<file path="config.mk">
export PLATFORM = sky130hd
export DESIGN_NAME = ncbo_csi_txq_flat
export DESIGN_NICKNAME = d
export VERILOG_FILES = /design/src/rtl/ncbo_csi_txq_if.sv /design/src/rtl/ncbo_csi_txq.sv /design/src/flat_wrapper.sv
export SDC_FILE = /design/constraint.sdc
export NUM_CORES = 1
export LEC_CHECK = 0
export CORE_ASPECT_RATIO = 1.25
export CORE_MARGIN = 4
export CORE_UTILIZATION = 40
export CTS_BUF_LIST = sky130_fd_sc_hd__clkbuf_2
export CTS_CLUSTER_DIAMETER = 120
export DETAILED_ROUTE_END_ITERATION = 8
export GPL_TIMING_DRIVEN = 0
export PLACE_DENSITY = 0.63
export SLEW_MARGIN = 25
export SYNTH_ARGS = -nofsm -noshare
export SYNTH_HDL_FRONTEND = slang
export SYNTH_SLANG_ARGS = --single-unit
</file>
<file path="constraint.sdc">
create_clock -name csclk -period 17.15 [get_ports csclk]
set_clock_uncertainty 0.1 [all_clocks]
set_input_delay 4.2875 -clock csclk [delete_from_list [all_inputs] [get_ports csclk]]
set_output_delay 4.2875 -clock csclk [all_outputs]
set_load 0.03 [all_outputs]
</file>
<file path="src/rtl/ncbo_csi_txq_if.sv">
`default_nettype none
// ============================================================================
// ncbo_csi_txq_if : push-side and CSI transmit-side bundle of ncbo_csi_txq
// Revision 1.0
// ============================================================================
interface ncbo_csi_txq_if #(
    parameter int SRC_W  = 4,
    parameter int CMD_W  = 5,
    parameter int DATA_W = 64
);
    logic              in_val;
    logic              in_rdy;
    logic              in_sop;
    logic              in_eop;
    logic [SRC_W-1:0]  in_src;
    logic [CMD_W-1:0]  in_cmd;
    logic [DATA_W-1:0] in_data;
    logic              val_tx_to_csi;
    logic              csi_rdy;
    logic              fifo_sot;
    logic              fifo_eot;
    logic [SRC_W-1:0]  fifo_src;
    logic [CMD_W-1:0]  fifo_cmd;
    logic [DATA_W-1:0] fifo_data;

    modport master (
        output in_val, in_sop, in_eop, in_src, in_cmd, in_data, csi_rdy,
        input  in_rdy, val_tx_to_csi, fifo_sot, fifo_eot, fifo_src, fifo_cmd, fifo_data
    );

    modport slave (
        input  in_val, in_sop, in_eop, in_src, in_cmd, in_data, csi_rdy,
        output in_rdy, val_tx_to_csi, fifo_sot, fifo_eot, fifo_src, fifo_cmd, fifo_data
    );
endinterface
`default_nettype wire

</file>
<file path="src/rtl/ncbo_csi_txq.sv">
`default_nettype none
// ============================================================================
// ncbo_csi_txq : store-and-forward NCB outbound packet queue feeding CSI capture
// Revision 1.0
// ============================================================================
module ncbo_csi_txq #(
    parameter int DEPTH  = 8,
    parameter int SRC_W  = 4,
    parameter int CMD_W  = 5,
    parameter int DATA_W = 64
) (
    input  wire logic              csclk,
    input  wire logic              srst_n,
    ncbo_csi_txq_if.slave          bus,
    output logic [$clog2(DEPTH):0] pkt_cnt,
    output logic                   proto_err
);
    localparam int c_AW = $clog2(DEPTH);
    localparam int c_PW = c_AW + 1;
    localparam logic [c_PW-1:0] c_FULL = c_PW'(DEPTH);
    localparam logic [c_PW-1:0] c_ONE  = c_PW'(1);

    typedef enum logic [0:0] {IN_IDLE = 1'b0, IN_PKT = 1'b1}    in_state_t;
    typedef enum logic [0:0] {OUT_IDLE = 1'b0, OUT_SEND = 1'b1} out_state_t;

    in_state_t         r_in_state, w_in_state_nxt;
    out_state_t        r_out_state, w_out_state_nxt;
    logic [c_PW-1:0]   r_wr_ptr, r_rd_ptr, w_count;
    logic [DEPTH-1:0]  r_mem_sop, r_mem_eop;
    logic [SRC_W-1:0]  r_mem_src  [DEPTH];
    logic [CMD_W-1:0]  r_mem_cmd  [DEPTH];
    logic [DATA_W-1:0] r_mem_data [DEPTH];
    logic [SRC_W-1:0]  r_hdr_src;
    logic [CMD_W-1:0]  r_hdr_cmd;
    logic [c_AW-1:0]   w_wa, w_ra;
    logic              w_push, w_wr_en, w_drop, w_valid, w_pop, w_head_eop;

    assign w_count    = r_wr_ptr - r_rd_ptr;
    assign w_wa       = r_wr_ptr[c_AW-1:0];
    assign w_ra       = r_rd_ptr[c_AW-1:0];
    assign w_head_eop = r_mem_eop[w_ra];

    // Ready looks only at registered occupancy, so a same-cycle pop never frees a slot early.
    assign bus.in_rdy = (w_count < c_FULL);
    assign w_push     = bus.in_val & bus.in_rdy;

    always_comb begin
        w_in_state_nxt = r_in_state;
        w_wr_en        = 1'b0;
        w_drop         = 1'b0;
        case (r_in_state)
            IN_IDLE: begin
                if (w_push) begin
                    if (bus.in_sop) begin
                        w_wr_en = 1'b1;
                        if (!bus.in_eop) w_in_state_nxt = IN_PKT;
                    end else begin
                        w_drop = 1'b1;
                    end
                end
            end
            IN_PKT: begin
                if (w_push) begin
                    if (bus.in_sop) begin
                        w_drop = 1'b1;
                    end else begin
                        w_wr_en = 1'b1;
                        if (bus.in_eop) w_in_state_nxt = IN_IDLE;
                    end
                end
            end
            default: w_in_state_nxt = IN_IDLE;
        endcase
    end

    // A full buffer with no complete packet must still drain, or a long packet deadlocks.
    assign w_valid = (r_out_state == OUT_IDLE) ? ((pkt_cnt != '0) || (w_count == c_FULL))
                                               : (w_count != '0);
    assign w_pop   = w_valid & bus.csi_rdy;

    always_comb begin
        w_out_state_nxt = r_out_state;
        case (r_out_state)
            OUT_IDLE: if (w_pop && !w_head_eop) w_out_state_nxt = OUT_SEND;
            OUT_SEND: if (w_pop && w_head_eop)  w_out_state_nxt = OUT_IDLE;
            default:  w_out_state_nxt = OUT_IDLE;
        endcase
    end

    assign bus.val_tx_to_csi = w_valid;
    assign bus.fifo_sot      = w_valid & r_mem_sop[w_ra];
    assign bus.fifo_eot      = w_valid & w_head_eop;
    assign bus.fifo_data     = w_valid ? r_mem_data[w_ra] : '0;
    assign bus.fifo_src      = !w_valid ? '0 : (r_out_state == OUT_IDLE) ? r_mem_src[w_ra] : r_hdr_src;
    assign bus.fifo_cmd      = !w_valid ? '0 : (r_out_state == OUT_IDLE) ? r_mem_cmd[w_ra] : r_hdr_cmd;

    always_ff @(posedge csclk) begin
        if (!srst_n) begin
            r_in_state  <= IN_IDLE;
            r_out_state <= OUT_IDLE;
            r_wr_ptr    <= '0;
            r_rd_ptr    <= '0;
            pkt_cnt     <= '0;
            proto_err   <= 1'b0;
            r_hdr_src   <= '0;
            r_hdr_cmd   <= '0;
        end else begin
            r_in_state  <= w_in_state_nxt;
            r_out_state <= w_out_state_nxt;
            if (w_wr_en) r_wr_ptr <= r_wr_ptr + c_ONE;
            if (w_pop)   r_rd_ptr <= r_rd_ptr + c_ONE;
            if (w_drop)  proto_err <= 1'b1;
            case ({w_wr_en & bus.in_eop, w_pop & w_head_eop})
                2'b10:   pkt_cnt <= pkt_cnt + c_ONE;
                2'b01:   pkt_cnt <= pkt_cnt - c_ONE;
                default: pkt_cnt <= pkt_cnt;
            endcase
            if ((r_out_state == OUT_IDLE) && w_pop) begin
                r_hdr_src <= r_mem_src[w_ra];
                r_hdr_cmd <= r_mem_cmd[w_ra];
            end
        end
    end

    always_ff @(posedge csclk) begin
        if (w_wr_en) begin
            r_mem_sop[w_wa]  <= bus.in_sop;
            r_mem_eop[w_wa]  <= bus.in_eop;
            r_mem_src[w_wa]  <= bus.in_src;
            r_mem_cmd[w_wa]  <= bus.in_cmd;
            r_mem_data[w_wa] <= bus.in_data;
        end
    end
endmodule
`default_nettype wire

</file>
<file path="src/flat_wrapper.sv">
// flat-port wrapper written by rule: the top's interface ports become plain ports
module ncbo_csi_txq_flat 
#(
    parameter int DEPTH  = 8,
    parameter int SRC_W  = 4,
    parameter int CMD_W  = 5,
    parameter int DATA_W = 64
)
  (csclk, srst_n, pkt_cnt, proto_err, bus_in_val, bus_in_sop, bus_in_eop, bus_in_src, bus_in_cmd, bus_in_data, bus_csi_rdy, bus_in_rdy, bus_val_tx_to_csi, bus_fifo_sot, bus_fifo_eot, bus_fifo_src, bus_fifo_cmd, bus_fifo_data);
  ncbo_csi_txq_if #(.SRC_W(SRC_W), .CMD_W(CMD_W), .DATA_W(DATA_W)) bus_i ();
  input  wire logic csclk;
  input  wire logic srst_n;
  output logic [$clog2(DEPTH):0] pkt_cnt;
  output logic proto_err;
  input wire logic [$bits(bus_i.in_val)-1:0] bus_in_val;
  input wire logic [$bits(bus_i.in_sop)-1:0] bus_in_sop;
  input wire logic [$bits(bus_i.in_eop)-1:0] bus_in_eop;
  input wire logic [$bits(bus_i.in_src)-1:0] bus_in_src;
  input wire logic [$bits(bus_i.in_cmd)-1:0] bus_in_cmd;
  input wire logic [$bits(bus_i.in_data)-1:0] bus_in_data;
  input wire logic [$bits(bus_i.csi_rdy)-1:0] bus_csi_rdy;
  output wire logic [$bits(bus_i.in_rdy)-1:0] bus_in_rdy;
  output wire logic [$bits(bus_i.val_tx_to_csi)-1:0] bus_val_tx_to_csi;
  output wire logic [$bits(bus_i.fifo_sot)-1:0] bus_fifo_sot;
  output wire logic [$bits(bus_i.fifo_eot)-1:0] bus_fifo_eot;
  output wire logic [$bits(bus_i.fifo_src)-1:0] bus_fifo_src;
  output wire logic [$bits(bus_i.fifo_cmd)-1:0] bus_fifo_cmd;
  output wire logic [$bits(bus_i.fifo_data)-1:0] bus_fifo_data;
  assign bus_i.in_val = bus_in_val;
  assign bus_i.in_sop = bus_in_sop;
  assign bus_i.in_eop = bus_in_eop;
  assign bus_i.in_src = bus_in_src;
  assign bus_i.in_cmd = bus_in_cmd;
  assign bus_i.in_data = bus_in_data;
  assign bus_i.csi_rdy = bus_csi_rdy;
  assign bus_in_rdy = bus_i.in_rdy;
  assign bus_val_tx_to_csi = bus_i.val_tx_to_csi;
  assign bus_fifo_sot = bus_i.fifo_sot;
  assign bus_fifo_eot = bus_i.fifo_eot;
  assign bus_fifo_src = bus_i.fifo_src;
  assign bus_fifo_cmd = bus_i.fifo_cmd;
  assign bus_fifo_data = bus_i.fifo_data;
  ncbo_csi_txq #(.DEPTH(DEPTH), .SRC_W(SRC_W), .CMD_W(CMD_W), .DATA_W(DATA_W)) u_core (.csclk(csclk), .srst_n(srst_n), .bus(bus_i), .pkt_cnt(pkt_cnt), .proto_err(proto_err));
endmodule
</file>
* Yosys cells after proc, flatten, opt, wreduce, memory -nomap -nowiden
Memory sizes are Yosys's and may differ from the RTL's. A register that Yosys moved wholly into a read port is not among the register bits. Index checks and enable logic that the tools add are counted.
Storage, ports and cells: register bits 40, RAM bits 584, input bits 79, logic and storage cells 80, memories kept 3
Memory list:
- u_core.r_mem_data | words 8, bits a word 64, rd ports 1, clocked after memory_dff 1, write ports 1, RTL line ncbo_csi_txq.sv:32 | logic [DATA_W-1:0] r_mem_data [DEPTH];
- u_core.r_mem_cmd | words 8, bits a word 5, rd ports 1, clocked after memory_dff 1, write ports 1, RTL line ncbo_csi_txq.sv:31 | logic [CMD_W-1:0] r_mem_cmd [DEPTH];
- u_core.r_mem_src | words 8, bits a word 4, rd ports 1, clocked after memory_dff 1, write ports 1, RTL line ncbo_csi_txq.sv:30 | logic [SRC_W-1:0] r_mem_src [DEPTH];
Cells by class: add/subtract/negate cells 5, order comparisons 4, eq/ne operators 3, muxes and demuxes 38, bitwise operators 8, reductions and logical operators 9
Operators with widths (count):
- 64-bit 2-to-1 mux | 1
- 3-bit 2-to-1 mux | 6
- 1-bit 2-to-1 mux | 17
- 8-bit bitwise mux | 2
- 4-bit by 1-bit adder with 4-bit output, second input constant | 3
- 5-bit 2-to-1 mux | 2
- 3-bit by 4-bit less-than comparator with 1-bit output, second input constant | 2
- 4-bit 2-to-1 mux | 2
- 1-bit one-hot mux with 2 select lines | 4
- 4-bit one-hot mux with 2 select lines | 1
- 4-bit nonzero test | 2
- 1-bit bitwise AND | 6
- 1-bit binary-select mux with 3-bit select | 2
- 4-bit equality test, second input constant | 1
- 1-bit logical AND | 4
- 4-bit less-than comparator, second input constant | 1
- 4-bit by 1-bit subtractor with 4-bit output, second input constant | 1
- 4-bit subtractor | 1
- 1-bit demux with 3-bit select | 1
- 3-bit by 1-bit greater-or-equal comparator with 1-bit output, second input constant | 1
- 2-bit by 1-bit equality test with 1-bit output, second input constant | 1
- 2-bit equality test, second input constant | 1
- 1-bit inverter | 2
- 2-bit nonzero test | 1
- 2 further kinds | 2

* Longest topological paths before layout
Gate-level depths: netlist of the first run.
depth after elaboration 8, depth in mapped cells 16, depth with buffers taken out 14

* Worst setup path after synthesis of the first run
No wires, ideal clock.
path type input -> register, start point input bus_in_sop, end point memory u_core.r_mem_cmd[0][0] (enable), data arrival time 12.662 ns, setup slack 3.669 ns, stages 3, path buffers 0, path through xor2_1 > nor4b_4 > nor4b_1
Between the ends: word-level cells in the longest chain between the ends 5, elaborated cells between the ends (all ways) 7
Ends and longest elaborated chain:
- from (decl) | RTL line flat_wrapper.sv:16 | input wire logic [$bits(bus_i.in_sop)-1:0] bus_in_sop;
- 1-bit 2-to-1 mux, on equally long branches | RTL line ncbo_csi_txq.sv:64, ncbo_csi_txq.sv:54
- 1-bit 2-to-1 mux, on equally long branches | RTL line ncbo_csi_txq.sv:63, ncbo_csi_txq.sv:53
- 1-bit one-hot mux with 2 select lines * | RTL line ncbo_csi_txq.sv:51 | case (r_in_state)
- 1-bit 2-to-1 mux * | RTL line ncbo_csi_txq.sv:126 | if (w_wr_en) begin
- 1-bit 2-to-1 mux (not written as such) * | RTL line ncbo_csi_txq.sv:130 | r_mem_cmd[w_wa] <= bus.in_cmd;
- to (decl) | RTL line ncbo_csi_txq.sv:31
Every way passes the cells marked *; elsewhere a longest branch is shown, timed or not.

* Worst setup path in the final report of the first run
start point register u_core.r_wr_ptr[0], end point output bus_fifo_data[17]
Between the ends: word-level cells in the longest chain between the ends 5, elaborated cells between the ends (all ways) 6
Ends and longest elaborated chain:
- from (decl) | RTL line ncbo_csi_txq.sv:28 | logic [c_PW-1:0] r_wr_ptr, r_rd_ptr, w_count;
- from (signal assigned) | RTL line ncbo_csi_txq.sv:110 | if (w_wr_en) r_wr_ptr <= r_wr_ptr + c_ONE;
- 4-bit subtractor * | RTL line ncbo_csi_txq.sv:38 | assign w_count = r_wr_ptr - r_rd_ptr;
- 4-bit equality test | RTL line ncbo_csi_txq.sv:77 | assign w_valid = (r_out_state == OUT_IDLE) ? ((pkt_cnt != '0) || (w_count == c_FULL))
- 1-bit logical OR | RTL line ncbo_csi_txq.sv:77
- 1-bit 2-to-1 mux * | RTL line ncbo_csi_txq.sv:77
- 64-bit 2-to-1 mux * | RTL line ncbo_csi_txq.sv:93 | assign bus.fifo_data = w_valid ? r_mem_data[w_ra] : '0;
- to (decl) | RTL line flat_wrapper.sv:28 | output wire logic [$bits(bus_i.fifo_data)-1:0] bus_fifo_data;
Marked as above.

==> qor.csv, run 1 <==
stage;metric;value;unit
outcome;outcome;finished clean;
synthesis;yosys_warnings;0;
placed_design;placedCellCount;2167;
drt;ant_nets;0;
floorplanning;io_pins;161;
grt;grt_pass1_vias;13600;
worst_setup_path;cp-startpoint;u_core.r_wr_ptr[0];
clocking;clkSinkCount;627;
cells_and_area;fin_nets;1639;
floorplanning;die_w;229;microns
sta;slew_headroom;0.346;
placed_design;io_buffers;160;
clocking;cts_buffer_depth;3;
synthesis;async_flop_share;0;
sta;rsz0062_at_grt;no;
worst_setup_path;r2r_start;u_core.r_rd_ptr[1];
sta;finalCritPeriodShare;0.521;
synthesis;synth_top_area_frac;0.741;
synthesis;netlist_instances;1138;
sta;setup_viol;0;
drt;via_per_inst;5.12;
worst_setup_path;cp-end-kind;output port;
drt;drc_errors;0;
grt;grt_overflow;0;
floorplanning;core_area;59900;sq um
clocking;post_cts.repair.setup_buffers;0;
power_and_ir_drop;powerDensity;145;nW/um^2
clocking;clk_latency;1120;ps
synthesis;synth-edff-count;600;
floorplanning;rows;100;
sta;setup_slack;8220;ps
hold_path;min_from;u_core.proto_err;
power_and_ir_drop;p_leak;0.00949;uW
placed_design;place.gp.congestion;0.733;
sta;max_freq;112;MHz
placed_design;dp_worst_setup_slack;8770;ps
worst_setup_path;crit_arrival;4540;ps
drt;routed_wl;53.5;mm
synthesis;ys_seq_area_frac;0.763;
cells_and_area;layout_commonest_cell;edfxtp_1;
drt;drt-initial-drc-count;794;
cells_and_area;final_cell_mix;600 x edfxtp_1, 208 x clkbuf_2, 160 x clkdlybuf4s50_1;
cells_and_area;syn2layout_area_growth;19.3;%
sta;tns;0;ps
grt;grt_max_degree;31;
clocking;cts_inserted_buffers;148;
power_and_ir_drop;vdd_drop_max;0.000104;V
worst_setup_path;r2r_cells;13;
placed_design;dpl.hpwl;36.5;mm
cells_and_area;layout.cells.non_filler;2428;
clocking;cts_resized;0;
synthesis;synth_ff_type;edfxtp_1;
floorplanning;die-area;64800;sq um
power_and_ir_drop;total_power;4210;uW
drt;via_count;12400;
sta;layout_min_cycle_time;8930;ps
grt;antenna_found_initial;7;
clocking;cts_hold_buf;0;
worst_setup_path;crit_fanout;10;
job;cap_violations;0;
drt;drt-wirelength-per-cell;22.0;microns
sta;whs;373;ps
clocking;clk_pin_slew;100;ps
synthesis;ys_ff_latch;627;
synthesis;syn_avg_cell_area;21.4;sq um
clocking;cts_tree;yes;
worst_setup_path;critPathKind;reg2out;
sta;final_max_slew_viol_count;0;
clocking;cts-root-buf;clkbuf_2;
floorplanning;die_h;284;microns
drt;drtPass1Iterations;4;
synthesis;synth_largest_area_cell;edfxtp_1;
grt;grt_first_pass_wirelength;81.5;mm
synthesis;synth_fp_nets;1225;
sta;tightest_slew;980;ps
cells_and_area;drive_above_1_share;0.324;
grt;track_usage;0.166;
worst_setup_path;required;12760;ps
synthesis;netlist_area;24300;sq um
hold_path;hold_path.class;reg2reg;
synthesis;synth_area_leaders;edfxtp_1 74%, mux4_2 14%, mux2i_1 3.4%, dfxtp_1 2.2%, nor2_1 1.3%;
sta;final_hold_viol_count;0;
clocking;htree_levels;4;
floorplanning;start_util;0.406;
synthesis;synth_cell_type_count;44;
hold_path;whs_path_depth;1;
worst_setup_path;crit_path_start_kind;flip-flop;
[registers in the layout, indices dropped and copies added (netlist names), named ones only]
register	cells
u_core.pkt_cnt	4
u_core.proto_err	1
u_core.r_hdr_cmd	5
u_core.r_hdr_src	4
u_core.r_in_state	1
u_core.r_mem_cmd	40
u_core.r_mem_data	512
u_core.r_mem_eop	8
u_core.r_mem_sop	8
u_core.r_mem_src	32
u_core.r_rd_ptr	4
u_core.r_wr_ptr	4
[cells in the mapped netlist (all sizes together) (2+ instances only)]
| master | number |
|---|---|
| edfxtp | 600 |
| nor4bb | 3 |
| nand3 | 5 |
| a21oi | 16 |
| inv | 7 |
| nor3 | 4 |
| nor4b | 3 |
| nand2 | 18 |
| o211ai | 3 |
| nand2b | 3 |
| and3 | 2 |
| o21a | 4 |
| or4 | 2 |
| buf | 37 |
| mux2 | 9 |
| mux4 | 150 |
| ha | 8 |
| and2 | 11 |
| xnor2 | 4 |
| o21ai | 6 |
| nor2b | 11 |
| dfxtp | 27 |
| nor4 | 2 |
| nand3b | 2 |
| nor2 | 87 |
| mux2i | 82 |
| clkbuf | 20 |
| xor2 | 4 |
[power by group]
part	switching (uW)	internal, uW	total (uW)
registers	23.6	1750	1770
logic	867	618	1490
clock network	563	388	952
total	1450	2760	4210
[routing by layer]
metal / track usage / vias up / part of all wire
met3: 0.0399 / 87 / 0.054
met1: 0.207 / 6415 / 0.41
met2: 0.285 / 332 / 0.52
met5: 0 / - / 0.00077
li1: - / 5588 / -
met4: 0.0591 / 6 / 0.019
[logic make-up after synthesis]
| kind of cell | share of synthesized area |
|---|---|
| multiplexers | 0.177 |
| AO/OA/AOI/OAI | 0.00875 |
| buffers and inverters | 0.0121 |
| AND/OR/NAND/NOR | 0.0320 |
| flip-flops | 0.763 |
| XOR/XNOR | 0.00288 |
| adder cells (fa/ha/maj) | 0.00412 |
[cell type report]
type / instances / area (sq um)
fillers: 4996 / 30900
flip-flops and latches: 627 / 18600
multi-input cells: 447 / 5510
repair buffers: 264 / 2310
clock buffers: 208 / 1040
well taps: 765 / 957
clock inverters: 48 / 314
plain buffers: 57 / 269
inverters: 7 / 26.3
diodes: 5 / 12.5
[final timing paths]
check	end	slack (ps)
min	u_core.proto_err	370
min reg2reg	u_core.proto_err	370
max	bus_fifo_data[17]	8220
max reg2reg	u_core.r_mem_data[0][12]	12740
[critical path, cell delays in order, from the launching register on]
cell	delay, ps
dfxtp_1	580
inv_1	220
ha_1	240
nand3b_1	200
and3_2	230
nor4_4	350
nor2_2	150
buf_4	240
buf_4	220
nor2_1	260
clkdlybuf4s50_1	730
[metrics by stage]
stage | instance area, sq um | util
floorplan | 24300 | -
global placement | 26900 | 0.448
detailed placement | 27600 | 0.461
CTS | 29000 | 0.484
global route | 29000 | 0.484
finish | 29000 | 0.484
(Power assumes the default switching activity.)
==> inputs of run 2 (changes only) <==
==> constraint.sdc (replaced) <==
create_clock -name csclk -period 8.55 [get_ports csclk]
set_clock_uncertainty 0.1 [all_clocks]
set_input_delay 2.1375 -clock csclk [delete_from_list [all_inputs] [get_ports csclk]]
set_output_delay 2.1375 -clock csclk [all_outputs]
set_load 0.03 [all_outputs]
==> run 2 against run 1 <==
  * Global-route usage grew 0.30 points
  * Wire length grew 1.2%
  * Utilization grew 0.092 points
  * First-iteration DRC count grew 7.1%
  * Register-to-register slack lost 8400 ps
  * Final cell count shrank 0.99%
  * Worst hold slack lost 0.53 ps
  * Sequential share of layout area shrank 0.12 points
  * Largest power group unchanged
==> qor.csv, run 2 (same netlist as run 1, synthesis figures left out) <==
stage;metric;value;unit
outcome;outcome;finished clean;
worst_setup_path;crit_path_start_kind;flip-flop;
drt;drtPass1Iterations;5;
sta;whs;372;ps
placed_design;io_buffers;160;
worst_setup_path;crit_fanout;10;
power_and_ir_drop;total_power;8520;uW
drt;routed_wl;54.2;mm
cells_and_area;syn2layout_area_growth;19.5;%
clocking;htree_levels;4;
drt;ant_nets;0;
clocking;cts_inserted_buffers;150;
cells_and_area;drive_above_1_share;0.312;
worst_setup_path;cp-end-kind;output port;
grt;antenna_found_initial;15;
worst_setup_path;cp.buffers_inverters;4;
floorplanning;start_util;0.406;
floorplanning;rows;100;
power_and_ir_drop;vdd_drop_max;0.000167;V
floorplanning;die_h;284;microns
cells_and_area;final_cell_area;29100;sq um
floorplanning;die_w;229;microns
sta;final_max_slew_viol_count;0;
power_and_ir_drop;power.internal;5580;uW
worst_setup_path;slowest_stage;clkdlybuf4s50_1;
clocking;post_cts.repair.setup_buffers;0;
worst_setup_path;crit_arrival;4670;ps
clocking;cts-root-buf;clkbuf_2;
cells_and_area;final_core_util;0.485;
sta;finalCritPeriodShare;0.808;
placed_design;place.gp.congestion;0.765;
power_and_ir_drop;switching_share;0.346;
sta;tns;0;ps
placed_design;dpl.hpwl;36.2;mm
clocking;clk_pin_slew;100;ps
drt;via_per_inst;5.15;
clocking;cts_resized;0;
grt;track_usage;0.169;
worst_setup_path;required;6310;ps
power_and_ir_drop;powerDensity;293;nW/um^2
sta;max_freq;145;MHz
cells_and_area;fin_nets;1613;
cells_and_area;largest_reg_flops;512;
cells_and_area;largest-register;u_core.r_mem_data;
drt;drt-wirelength-per-cell;22.5;microns
power_and_ir_drop;clkPwrFrac;0.228;
sta;final_hold_viol_count;0;
grt;grt_overflow;0;
worst_setup_path;max_stage_delay;720;ps
clocking;clkSinkCount;627;
drt;drt-initial-drc-count;850;
sta;slew_headroom;0.374;
sta;tightest_slew;939;ps
cells_and_area;reg_top3;u_core.r_mem_data x512, u_core.r_mem_cmd x40, u_core.r_mem_src x32;
grt;grt_first_pass_wirelength;82.9;mm
power_and_ir_drop;p_comb_frac;0.354;
grt;grt_max_degree;30;
cells_and_area;final_cell_mix;600 x edfxtp_1, 214 x clkbuf_2, 160 x clkdlybuf4s50_1;
power_and_ir_drop;netSwitchingPower;2950;uW
sta;rsz0062_at_grt;no;
hold_path;hold_path.class;reg2reg;
placed_design;dpl-instance-area;27700;sq um
worst_setup_path;critPathKind;reg2out;
job;cap_violations;0;
clocking;cts_hold_buf;0;
power_and_ir_drop;p_leak;0.00938;uW
worst_setup_path;path_common_cell;buf_4;
drt;via_count;12400;
clocking;clk_latency;1150;ps
power_and_ir_drop;pwr-share-seq;0.418;
floorplanning;die-area;64800;sq um
sta;setup_viol;0;
drt;drc_errors;0;
grt;grt_pass1_vias;13600;
worst_setup_path;cp_top_family;buffers and inverters;
clocking;cts_buffer_depth;3;
clocking;cts_tree;yes;
worst_setup_path;crit_chain;inv_1 -> ha_1 -> nand3b_1 -> and3_2 -> nor4_4 -> nor2_2 -> buf_4 -> buf_4 -> nor2_1 -> clkdlybuf4s50_1;
sta;layout_min_cycle_time;6900;ps
floorplanning;core_area;59900;sq um
cells_and_area;layout_commonest_cell;edfxtp_1;
floorplanning;io_pins;161;
## run 2: layer usage
metal,routed length [microns],track usage
met1,22000,0.209
met2,27500,0.281
met3,3120,0.0489
met4,1510,0.0695
met5,53,0
## run 2: power groups by stage
stage	clock network [uW]	registers, uW	logic (uW)
after floorplan	0	3640	1840
after global placement	0	3660	3020
after detailed placement	0	3630	3090
after CTS	2030	3560	3100
after global routing	2190	3570	3240
final	1950	3560	3020
## run 2: area by class of cell
cell class / count / area (sq um)
multi-input combinational: 447 / 5550
clock buffer: 214 / 1070
sequential: 627 / 18600
tap: 765 / 957
antenna: 10 / 25.0
clock inverter: 41 / 292
buffer: 57 / 269
fill: 5057 / 30900
timing repair buffer: 236 / 2320
inverter: 7 / 26.3
## run 2: worst register-to-register path, delay by kind of cell (launching register included)
| kind | cells | cell delay, ps |
|---|---|---|
| fa+ha+maj | 3 | 730 |
| simple gates | 6 | 1620 |
| xor+xnor | 2 | 330 |
| buf+inv | 2 | 500 |
| flops | 1 | 660 |
| compound gates | 2 | 200 |
## run 2: worst paths after layout
check,cells past startpoint,startpoint,end,slack (ps)
worst min-delay path,1,u_core.proto_err,u_core.proto_err,370
worst min register to register,1,u_core.proto_err,u_core.proto_err,370
worst max-delay path,10,u_core.r_wr_ptr[0],bus_fifo_data[17],1650
worst max register to register,15,u_core.r_wr_ptr[0],u_core.pkt_cnt[2],4330
## run 2: per-stage QoR
step	setup slack (ps)	instances
after floorplan	-142	1138
after CTS	1460	2394
after global routing	1310	2399
after global placement	-6710	2063
final	1650	2404
after detailed placement	2770	2139
